**src/rtl/imm_pkg.sv**
```systemverilog
// Shared definitions for the RISC-V immediate generator: format codes, base
// opcodes and the rule for which formats produce a pc-relative target.
package imm_pkg;

  localparam int XLEN_DEFAULT = 32;

  typedef enum logic [2:0] {
    FMT_R = 3'd0,
    FMT_I = 3'd1,
    FMT_S = 3'd2,
    FMT_B = 3'd3,
    FMT_U = 3'd4,
    FMT_J = 3'd5
  } fmt_e;

  localparam logic [6:0] OP_LOAD   = 7'b0000011;
  localparam logic [6:0] OP_IMM    = 7'b0010011;
  localparam logic [6:0] OP_JALR   = 7'b1100111;
  localparam logic [6:0] OP_SYSTEM = 7'b1110011;
  localparam logic [6:0] OP_STORE  = 7'b0100011;
  localparam logic [6:0] OP_BRANCH = 7'b1100011;
  localparam logic [6:0] OP_LUI    = 7'b0110111;
  localparam logic [6:0] OP_AUIPC  = 7'b0010111;
  localparam logic [6:0] OP_JAL    = 7'b1101111;
  localparam logic [6:0] OP_REG    = 7'b0110011;

  // Branches, JAL and AUIPC are the only instructions whose target is pc+imm;
  // JALR is I-type and its target depends on rs1, so it keeps pc.
  function automatic logic uses_pc_add(input fmt_e fmt, input logic [6:0] opcode);
    return (fmt == FMT_B) || (fmt == FMT_J) || (opcode == OP_AUIPC);
  endfunction

endpackage

```
**src/rtl/imm_decode.sv**
```systemverilog
// Combinational immediate decode: raw instruction word -> sign-extended
// immediate, format code and illegal-opcode flag.
module imm_decode
  import imm_pkg::*;
#(
  parameter int XLEN = XLEN_DEFAULT
) (
  input  logic [31:0]     inst,
  output logic [XLEN-1:0] imm,
  output fmt_e            fmt,
  output logic            illegal
);

  logic [6:0]  opcode;
  logic [31:0] imm32;

  assign opcode = inst[6:0];

  always_comb begin
    imm32   = '0;
    fmt     = FMT_R;
    illegal = 1'b0;
    case (opcode)
      OP_LOAD, OP_IMM, OP_JALR, OP_SYSTEM: begin
        fmt   = FMT_I;
        imm32 = {{20{inst[31]}}, inst[31:20]};
      end
      OP_STORE: begin
        fmt   = FMT_S;
        imm32 = {{20{inst[31]}}, inst[31:25], inst[11:7]};
      end
      OP_BRANCH: begin
        fmt   = FMT_B;
        imm32 = {{19{inst[31]}}, inst[31], inst[7], inst[30:25], inst[11:8], 1'b0};
      end
      OP_LUI, OP_AUIPC: begin
        fmt   = FMT_U;
        imm32 = {inst[31:12], 12'b0};
      end
      OP_JAL: begin
        fmt   = FMT_J;
        imm32 = {{11{inst[31]}}, inst[31], inst[19:12], inst[20], inst[30:21], 1'b0};
      end
      OP_REG: begin
        fmt   = FMT_R;
        imm32 = '0;
      end
      default: begin
        illegal = 1'b1;
      end
    endcase
  end

  // Every format's bit 31 is inst[31] (or zero), so widening from imm32 also
  // sign-extends U-type immediates on RV64.
  always_comb begin
    imm        = {XLEN{imm32[31]}};
    imm[31:0]  = imm32;
  end

endmodule

```
**src/rtl/imm_gen_pipe.sv**
```systemverilog
// Registered immediate generator for the decode stage: decode + pc adder in
// front of a two-entry (main + skid) buffer so in_ready comes from a flop.
module imm_gen_pipe
  import imm_pkg::*;
#(
  parameter int XLEN = XLEN_DEFAULT,
  parameter int PC_W = 32
) (
  input  logic            clk,
  input  logic            rst,
  input  logic            flush,
  input  logic            in_valid,
  output logic            in_ready,
  input  logic [31:0]     in_inst,
  input  logic [PC_W-1:0] in_pc,
  output logic            out_valid,
  input  logic            out_ready,
  output logic [XLEN-1:0] out_imm,
  output logic [2:0]      out_fmt,
  output logic [PC_W-1:0] out_target,
  output logic [PC_W-1:0] out_pc,
  output logic            out_illegal
);

  typedef struct packed {
    logic [XLEN-1:0] imm;
    fmt_e            fmt;
    logic            illegal;
    logic [PC_W-1:0] target;
    logic [PC_W-1:0] pc;
  } entry_t;

  logic [XLEN-1:0] dec_imm;
  fmt_e            dec_fmt;
  logic            dec_illegal;
  logic [PC_W-1:0] dec_target;
  entry_t          new_entry;

  entry_t m_q, k_q;
  logic   m_valid, k_valid, in_ready_q;
  logic   m_valid_nxt, k_valid_nxt;
  logic   m_load_new, m_load_k, k_load;
  logic   accept, transfer;

  imm_decode #(.XLEN(XLEN)) u_decode (
    .inst    (in_inst),
    .imm     (dec_imm),
    .fmt     (dec_fmt),
    .illegal (dec_illegal)
  );

  // Target arithmetic is modulo 2^PC_W; overflow wraps silently.
  always_comb begin
    dec_target = in_pc;
    if (uses_pc_add(dec_fmt, in_inst[6:0])) begin
      dec_target = in_pc + dec_imm[PC_W-1:0];
    end
  end

  always_comb begin
    new_entry.imm     = dec_imm;
    new_entry.fmt     = dec_fmt;
    new_entry.illegal = dec_illegal;
    new_entry.target  = dec_target;
    new_entry.pc      = in_pc;
  end

  // Handshake: a beat moves on a rising edge where valid and ready are both
  // high; valid never depends on ready, and in_ready is a flop equal to "skid
  // slot empty", so the producer never sees a combinational path from out_ready.
  assign accept   = in_valid & in_ready_q;
  assign transfer = m_valid & out_ready;

  // K only fills while M is stalled, so it can never hold an entry with M empty.
  always_comb begin
    m_valid_nxt = m_valid;
    k_valid_nxt = k_valid;
    m_load_new  = 1'b0;
    m_load_k    = 1'b0;
    k_load      = 1'b0;
    if (!m_valid) begin
      if (accept) begin
        m_load_new  = 1'b1;
        m_valid_nxt = 1'b1;
      end
    end else if (transfer) begin
      if (k_valid) begin
        m_load_k    = 1'b1;
        k_valid_nxt = 1'b0;
      end else if (accept) begin
        m_load_new  = 1'b1;
      end else begin
        m_valid_nxt = 1'b0;
      end
    end else if (accept) begin
      k_load      = 1'b1;
      k_valid_nxt = 1'b1;
    end
  end

  always_ff @(posedge clk) begin
    if (rst || flush) begin
      m_valid    <= 1'b0;
      k_valid    <= 1'b0;
      in_ready_q <= 1'b1;
    end else begin
      m_valid    <= m_valid_nxt;
      k_valid    <= k_valid_nxt;
      in_ready_q <= !k_valid_nxt;
    end
  end

  // Payload registers only change on a load, which keeps out_* steady under stall.
  always_ff @(posedge clk) begin
    if (rst) begin
      m_q <= '0;
      k_q <= '0;
    end else if (!flush) begin
      if (m_load_new) begin
        m_q <= new_entry;
      end else if (m_load_k) begin
        m_q <= k_q;
      end
      if (k_load) begin
        k_q <= new_entry;
      end
    end
  end

  assign in_ready    = in_ready_q;
  assign out_valid   = m_valid;
  assign out_imm     = m_q.imm;
  assign out_fmt     = m_q.fmt;
  assign out_illegal = m_q.illegal;
  assign out_target  = m_q.target;
  assign out_pc      = m_q.pc;

endmodule
```
**config.mk**
```make
export PLATFORM = sky130hd
export DESIGN_NAME = imm_gen_pipe
export DESIGN_NICKNAME = d
export VERILOG_FILES = /design/src/rtl/imm_pkg.sv /design/src/rtl/imm_decode.sv /design/src/rtl/imm_gen_pipe.sv
export SDC_FILE = /design/constraint.sdc
export NUM_CORES = 1
export LEC_CHECK = 0
export CORE_UTILIZATION = 40
export DETAILED_ROUTE_END_ITERATION = 7
export HOLD_SLACK_MARGIN = 0.08
export MAX_ROUTING_LAYER = met4
export SYNTH_ARGS = -nofsm -noshare
export SYNTH_HDL_FRONTEND = slang
export SYNTH_SLANG_ARGS = --single-unit
export TNS_END_PERCENT = 50
```
**constraint.sdc**
```tcl
create_clock -name clk -period 11.7 [get_ports clk]
set_input_delay 2.34 -clock clk [delete_from_list [all_inputs] [get_ports clk]]
set_output_delay 2.34 -clock clk [all_outputs]
set_load 0.02 [all_outputs]
```
==> reports/results.ini, run 1 <==
[run_status]
outcome=finished, final reports clean

[place]
placed_area_sq_um=12300
placed_cells=1777
io_buffers=170
gp_congestion=0.877
hpwlAfterDp_mm=22.8
pre_cts_slack_ns=4.85

[yosys]
syn-mean-instance-area_sq_um=7.69
syn_area_sq_um=10500
async_flop_share=0
synth_edf_count=0
seq_area_frac_synth=0.386
synth_top_family_by_area=compound AO/OA/AOI/OAI gates
synthMuxAreaShare=0.0115
ys_seq_elements=203
synth_cell_types=72
synth_compound_gate_area_share=0.285
syn_inst=1370
synth-xor-area-share=0.0191
synth_flop_cell=dfxtp_1
synthAdderAreaFrac=0.0387
synthSimpleGateAreaFrac=0.202
synth_fp_nets=1471
yosys_warnings=0

[finish]
antennaDiodeCount=0
layout.nets=1569
final_area_sq_um=13100
layout_commonest_cell=nand2_1
nFillCells=2587
drive_gt1_frac=0.0519
final_cell_mix=nand2_1 (236), dfxtp_1 (203), nor2_1 (183)
final_cells=1819
postLayoutCoreUtil=0.504
area_delta_synth_final_pct=24.2

[sta]
drv_slew=0
fin_worst_skew_ns=0.0120
worst_slew_pin_slew_ns=1.13
period_needed_ns=6.41
hold_violations=0
finalSetupViolCount=0
tns_ns=0
fin_hold_ws_ns=0.447
grt_setup_unrepaired=false
fmax_mhz=156
period_share=0.548
max_slew_margin=0.249
setup_slack_ns=5.29

[clock_network]
cts_buffers=24
hold_buffers=0
cts_sinks=203
post_cts_buffers=0
root_buffer=clkbuf_16
htreeDepth=1
cts_tree=built
cts_buffer_depth=3
cts.clk_slew.worst_paths_ns=0.06
clk_latency_ns=0.52
cts-resized-gates=0

[global_routing]
antenna_found_initial=0
grt_pass1_vias=9096
grt_pass1_wl_mm=51.7
grt_max_degree=105
grt.total_usage=0.252
grt_overflow=0

[critical_path]
required_ns=12.12
r2r.worst_path.cells=7
worst_setup_path_end_kind=flip-flop
r2r_end=out_imm[25]$_SDFFE_PP0P_
rr_startpoint=k_valid$_SDFF_PP0_
regToRegSetupSlack_ns=8.42
critPathLaunch=in_inst[2]
critPathKind=input port to flip-flop
critical_path_arrival_ns=6.83
cp-start-kind=input port
cp_max_fo=16

[min_path]
hold_end=k_q[51]$_SDFFE_PP0P_
hold_path_startpoint=k_q[51]$_SDFFE_PP0P_
min_path_cells=2
hp-class=flip-flop to flip-flop

[power_and_ir_drop]
power-per-cell-area_nw_per_um2=130
total_leakage_power_nw=4.85
vdd_ir_drop_max_uv=77.3
total_power_mw=1.70

[detailed_routing]
dr_total_vias=10104
ant_nets=0
drt-vias-per-instance=5.55
wire_per_inst_um=18.5
drt-initial-drc-count=781
dr.pass1.iters=5
wirelength_mm=33.7
drc_errors=0

[die]
core_area_sq_um=26000
start_util=0.406
die_area_sq_um=27000
rows=59
fp.dieH_um=164
ios=171
die_w_um=164

[job]
maxCapViolations=0

worst max path at each step:
| stage | end | slack [ns] | cells past startpoint |
|---|---|---|---|
| global route | k_q[63]$_SDFFE_PP0P_ | 4.89 | 16 |
| floorplan | k_q[63]$_SDFFE_PP0P_ | 5.93 | 18 |
| detailed placement | k_q[63]$_SDFFE_PP0P_ | 4.85 | 16 |
| global placement | k_q[61]$_SDFFE_PP0P_ | 4.86 | 16 |
| CTS | k_q[63]$_SDFFE_PP0P_ | 5.37 | 16 |
| finish | k_q[63]$_SDFFE_PP0P_ | 5.29 | 16 |
flip-flops by register name, indices dropped and copies added (netlist names):
register	flops
k_q	100
out_imm	32
out_pc	32
out_target	32
out_fmt	3
in_ready	1
k_valid	1
out_illegal	1
out_valid	1
cell type report:
class	count	area, sq um	share of cell area
well taps	335	419	0.0320
flip-flops and latches	203	4060	0.311
clock buffers	37	721	0.0551
clock inverters	5	32.5	0.00249
inverters	37	139	0.0106
multi-input cells	1018	5900	0.451
repair buffers	184	1810	0.138
critical path, cell delays in order:
cell and delay [ns]:
clkdlybuf4s50_1 0.84, nor2b_1 0.37, o21bai_1 0.15, a31oi_1 0.39, and2_1 0.40, a21oi_1 0.14, inv_1 0.08, ha_1 0.26
a21o_1 0.19, a21o_1 0.21, a211oi_2 0.25, o22ai_2 0.17, o31ai_4 0.32, a31oi_1 0.14, o31a_1 0.25, o311a_1 0.32
cell usage after synthesis (8+ instances only):
master | count | area, sq um
buf_1 | 8 | 30.0
nor3_1 | 18 | 90.1
a21oi_1 | 154 | 771
o21ai_1 | 10 | 50.1
a31oi_1 | 16 | 100
a211oi_1 | 80 | 601
ha_1 | 31 | 388
inv_1 | 37 | 139
o21ai_0 | 39 | 195
nand3_1 | 14 | 70.1
and2_1 | 14 | 87.6
nand2_1 | 236 | 886
clkbuf_1 | 87 | 327
nor2_1 | 183 | 687
xor2_1 | 10 | 87.6
a311oi_1 | 48 | 420
a21o_1 | 19 | 143
mux2i_1 | 11 | 110
dfxtp_1 | 203 | 4060
buf_2 | 12 | 60.1
xnor2_1 | 13 | 114
report_power, final:
| group | switching, mW | internal (mW) |
|---|---|---|
| combinational | 0.154 | 0.100 |
| clock | 0.296 | 0.422 |
| sequential | 0.0130 | 0.713 |
| total | 0.463 | 1.24 |
layer usage:
metal | share of wire | track usage | up-vias
li1 | - | - | 5054
met1 | 0.48 | 0.346 | 4702
met2 | 0.44 | 0.387 | 292
met3 | 0.059 | 0.0348 | 56
met4 | 0.020 | 0.0648 | 0
met5 | 0 | - | -
logic make-up (layout without fill, tap and decap cells):
family	after synthesis	in the layout
AND/OR/NAND/NOR	507	507
XOR/XNOR	23	23
adder cells (fa/ha/maj)	32	32
AO/OA/AOI/OAI	444	444
flip-flops	203	203
buffers and inverters	149	263
multiplexers	12	12
Power figures use the tool's default switching activity.
==> run 2, diff against run 1 <==
--- a/config.mk
+++ b/config.mk
@@ -9,6 +9,7 @@
 export DETAILED_ROUTE_END_ITERATION = 7
 export HOLD_SLACK_MARGIN = 0.08
 export MAX_ROUTING_LAYER = met4
+export PLACE_DENSITY = 0.65
 export SYNTH_ARGS = -nofsm -noshare
 export SYNTH_HDL_FRONTEND = slang
 export SYNTH_SLANG_ARGS = --single-unit
==> constraint.sdc (replaced) <==
create_clock -name clk -period 5.4 [get_ports clk]
set_input_delay 1.08 -clock clk [delete_from_list [all_inputs] [get_ports clk]]
set_output_delay 1.08 -clock clk [all_outputs]
set_load 0.02 [all_outputs]
==> run 2 against run 1 <==
Against the previous run: combinational power increased by 120%; critical path depth rose by 2; die area is the same; flip-flop and latch count unchanged; sequential power rose by 120%; largest power group is now the clock network.
==> reports/results.ini, run 2 (synthesis results as in run 1) <==
[run_status]
outcome=finished, final reports clean

[min_path]
hold_end=k_q[33]$_SDFFE_PP0P_
min_path_cells=2
hold_path_startpoint=k_q[33]$_SDFFE_PP0P_
hp-class=flip-flop to flip-flop

[place]
placed_area_sq_um=12600
placed_cells=1806
hpwlAfterDp_mm=23.3
io_buffers=170
gp_congestion=0.903

[clock_network]
hold_buffers=0
cts_buffer_depth=3
root_buffer=clkbuf_16
cts.clk_slew.worst_paths_ns=0.06
cts-resized-gates=0
htreeDepth=1
cts_tree=built
post_cts_buffers=0
cts_buffers=25
cts_sinks=203
clk_latency_ns=0.52

[power_and_ir_drop]
pwr-share-comb=0.146
vdd_ir_drop_max_uv=177
power.switching_mw=0.999
power-per-cell-area_nw_per_um2=287
total_leakage_power_nw=5.05
power_frac_clock=0.446
sequentialPowerShare=0.407
p_sw_frac=0.259
internal_power_mw=2.86

[global_routing]
grt.total_usage=0.251
grt_max_degree=143
grt_pass1_vias=9504
antenna_found_initial=1
grt_overflow=0
grt_pass1_wl_mm=52.1

[sta]
worst_slew_pin_slew_ns=1.06
period_share=0.889
finalSetupViolCount=0
max_slew_margin=0.293
drv_slew=0
period_needed_ns=4.80
tns_ns=0
hold_violations=0
grt_setup_unrepaired=false
fmax_mhz=208
fin_worst_skew_ns=0.0142

[finish]
final_area_sq_um=13400
layout.nets=1599
drive_gt1_frac=0.0706
largest_reg_flops=100
layout_commonest_cell=nand2_1
nFillCells=2552
largest-register=k_q
area_delta_synth_final_pct=27.5
final_cells=1851
final_cell_mix=nand2_1 (236), dfxtp_1 (203), nor2_1 (183)

[critical_path]
cp-start-kind=input port
r2r_end=out_imm[20]$_SDFFE_PP0P_
rr_startpoint=k_valid$_SDFF_PP0_
critPathKind=input port to flip-flop
critical_path_arrival_ns=5.25
required_ns=5.85
r2r.worst_path.cells=7
regToRegSetupSlack_ns=2.84
cp_max_fo=11
worst_setup_path_end_kind=flip-flop

[die]
rows=59
die_area_sq_um=27000
core_area_sq_um=26000
die_w_um=164
start_util=0.406
ios=171
fp.dieH_um=164

[job]
maxCapViolations=0

[detailed_routing]
drc_errors=0
drt-vias-per-instance=5.53
ant_nets=0
wire_per_inst_um=18.0
dr.pass1.iters=6
wirelength_mm=33.3
dr_total_vias=10230
drt-initial-drc-count=925

run 2: cell type report:
| class | instances | area [sq um] | area share |
|---|---|---|---|
| antenna | 1 | 2.50 | 0.000186 |
| clock buffer | 40 | 752 | 0.0559 |
| inverter | 37 | 139 | 0.0103 |
| timing repair buffer | 213 | 2060 | 0.153 |
| tap | 335 | 419 | 0.0312 |
| clock inverter | 4 | 97.6 | 0.00726 |
| multi-input combinational | 1018 | 5900 | 0.439 |
| sequential | 203 | 4060 | 0.302 |
run 2: metal layers:
metal,track usage,share of wire,vias up
met2,0.385,0.45,304
met5,-,0,-
met1,0.351,0.48,4758
met3,0.0280,0.050,43
li1,-,-,5125
met4,0.0564,0.017,0
run 2: worst max-delay path by stage:
stage / depth (start not counted) / slack [ns] / endpoint / from
final: 18 / 0.60 / k_q[56]$_SDFFE_PP0P_ / in_inst[3]
after global routing: 15 / 0.35 / k_q[51]$_SDFFE_PP0P_ / in_inst[3]
after CTS: 18 / 0.68 / k_q[56]$_SDFFE_PP0P_ / in_inst[3]
after detailed placement: 18 / 0.14 / k_q[56]$_SDFFE_PP0P_ / in_inst[3]
after global placement: 16 / 0.21 / out_target[13]$_SDFFE_PP0P_ / in_inst[3]
after floorplan: 18 / 0.89 / k_q[63]$_SDFFE_PP0P_ / in_inst[2]
run 2: critical path, cell delays in order:
cell	delay, ns
clkdlybuf4s50_1	0.64
nor2_1	0.33
nand3b_1	0.16
nor3_1	0.23
a22oi_1	0.18
inv_1	0.09
ha_1	0.21
inv_1	0.07
fa_1	0.37
and2b_1	0.26
o2111ai_1	0.20
a211oi_2	0.25
buf_4	0.17
o21ai_1	0.11
a211oi_1	0.35
nor4_1	0.09
o31a_1	0.30
a21oi_1	0.14
run 2: metrics by stage:
step	utilization	power, mW	worst slack (ns)	hold WS, ns
floorplan	-	1.92	0.893	0.428
global placement	0.484	2.17	0.207	0.442
detailed placement	0.484	2.17	0.135	0.447
CTS	0.517	3.89	0.684	0.454
global route	0.517	4.01	0.348	0.470
finish	0.517	3.86	0.599	0.453
run 2: power groups by stage:
stage / Sequential [mW] / Combinational [mW] / Clock (mW)
global placement: 1.60 / 0.561 / 0
global route: 1.58 / 0.614 / 1.82
floorplan: 1.65 / 0.274 / 0
CTS: 1.57 / 0.565 / 1.75
finish: 1.57 / 0.565 / 1.72
detailed placement: 1.61 / 0.563 / 0
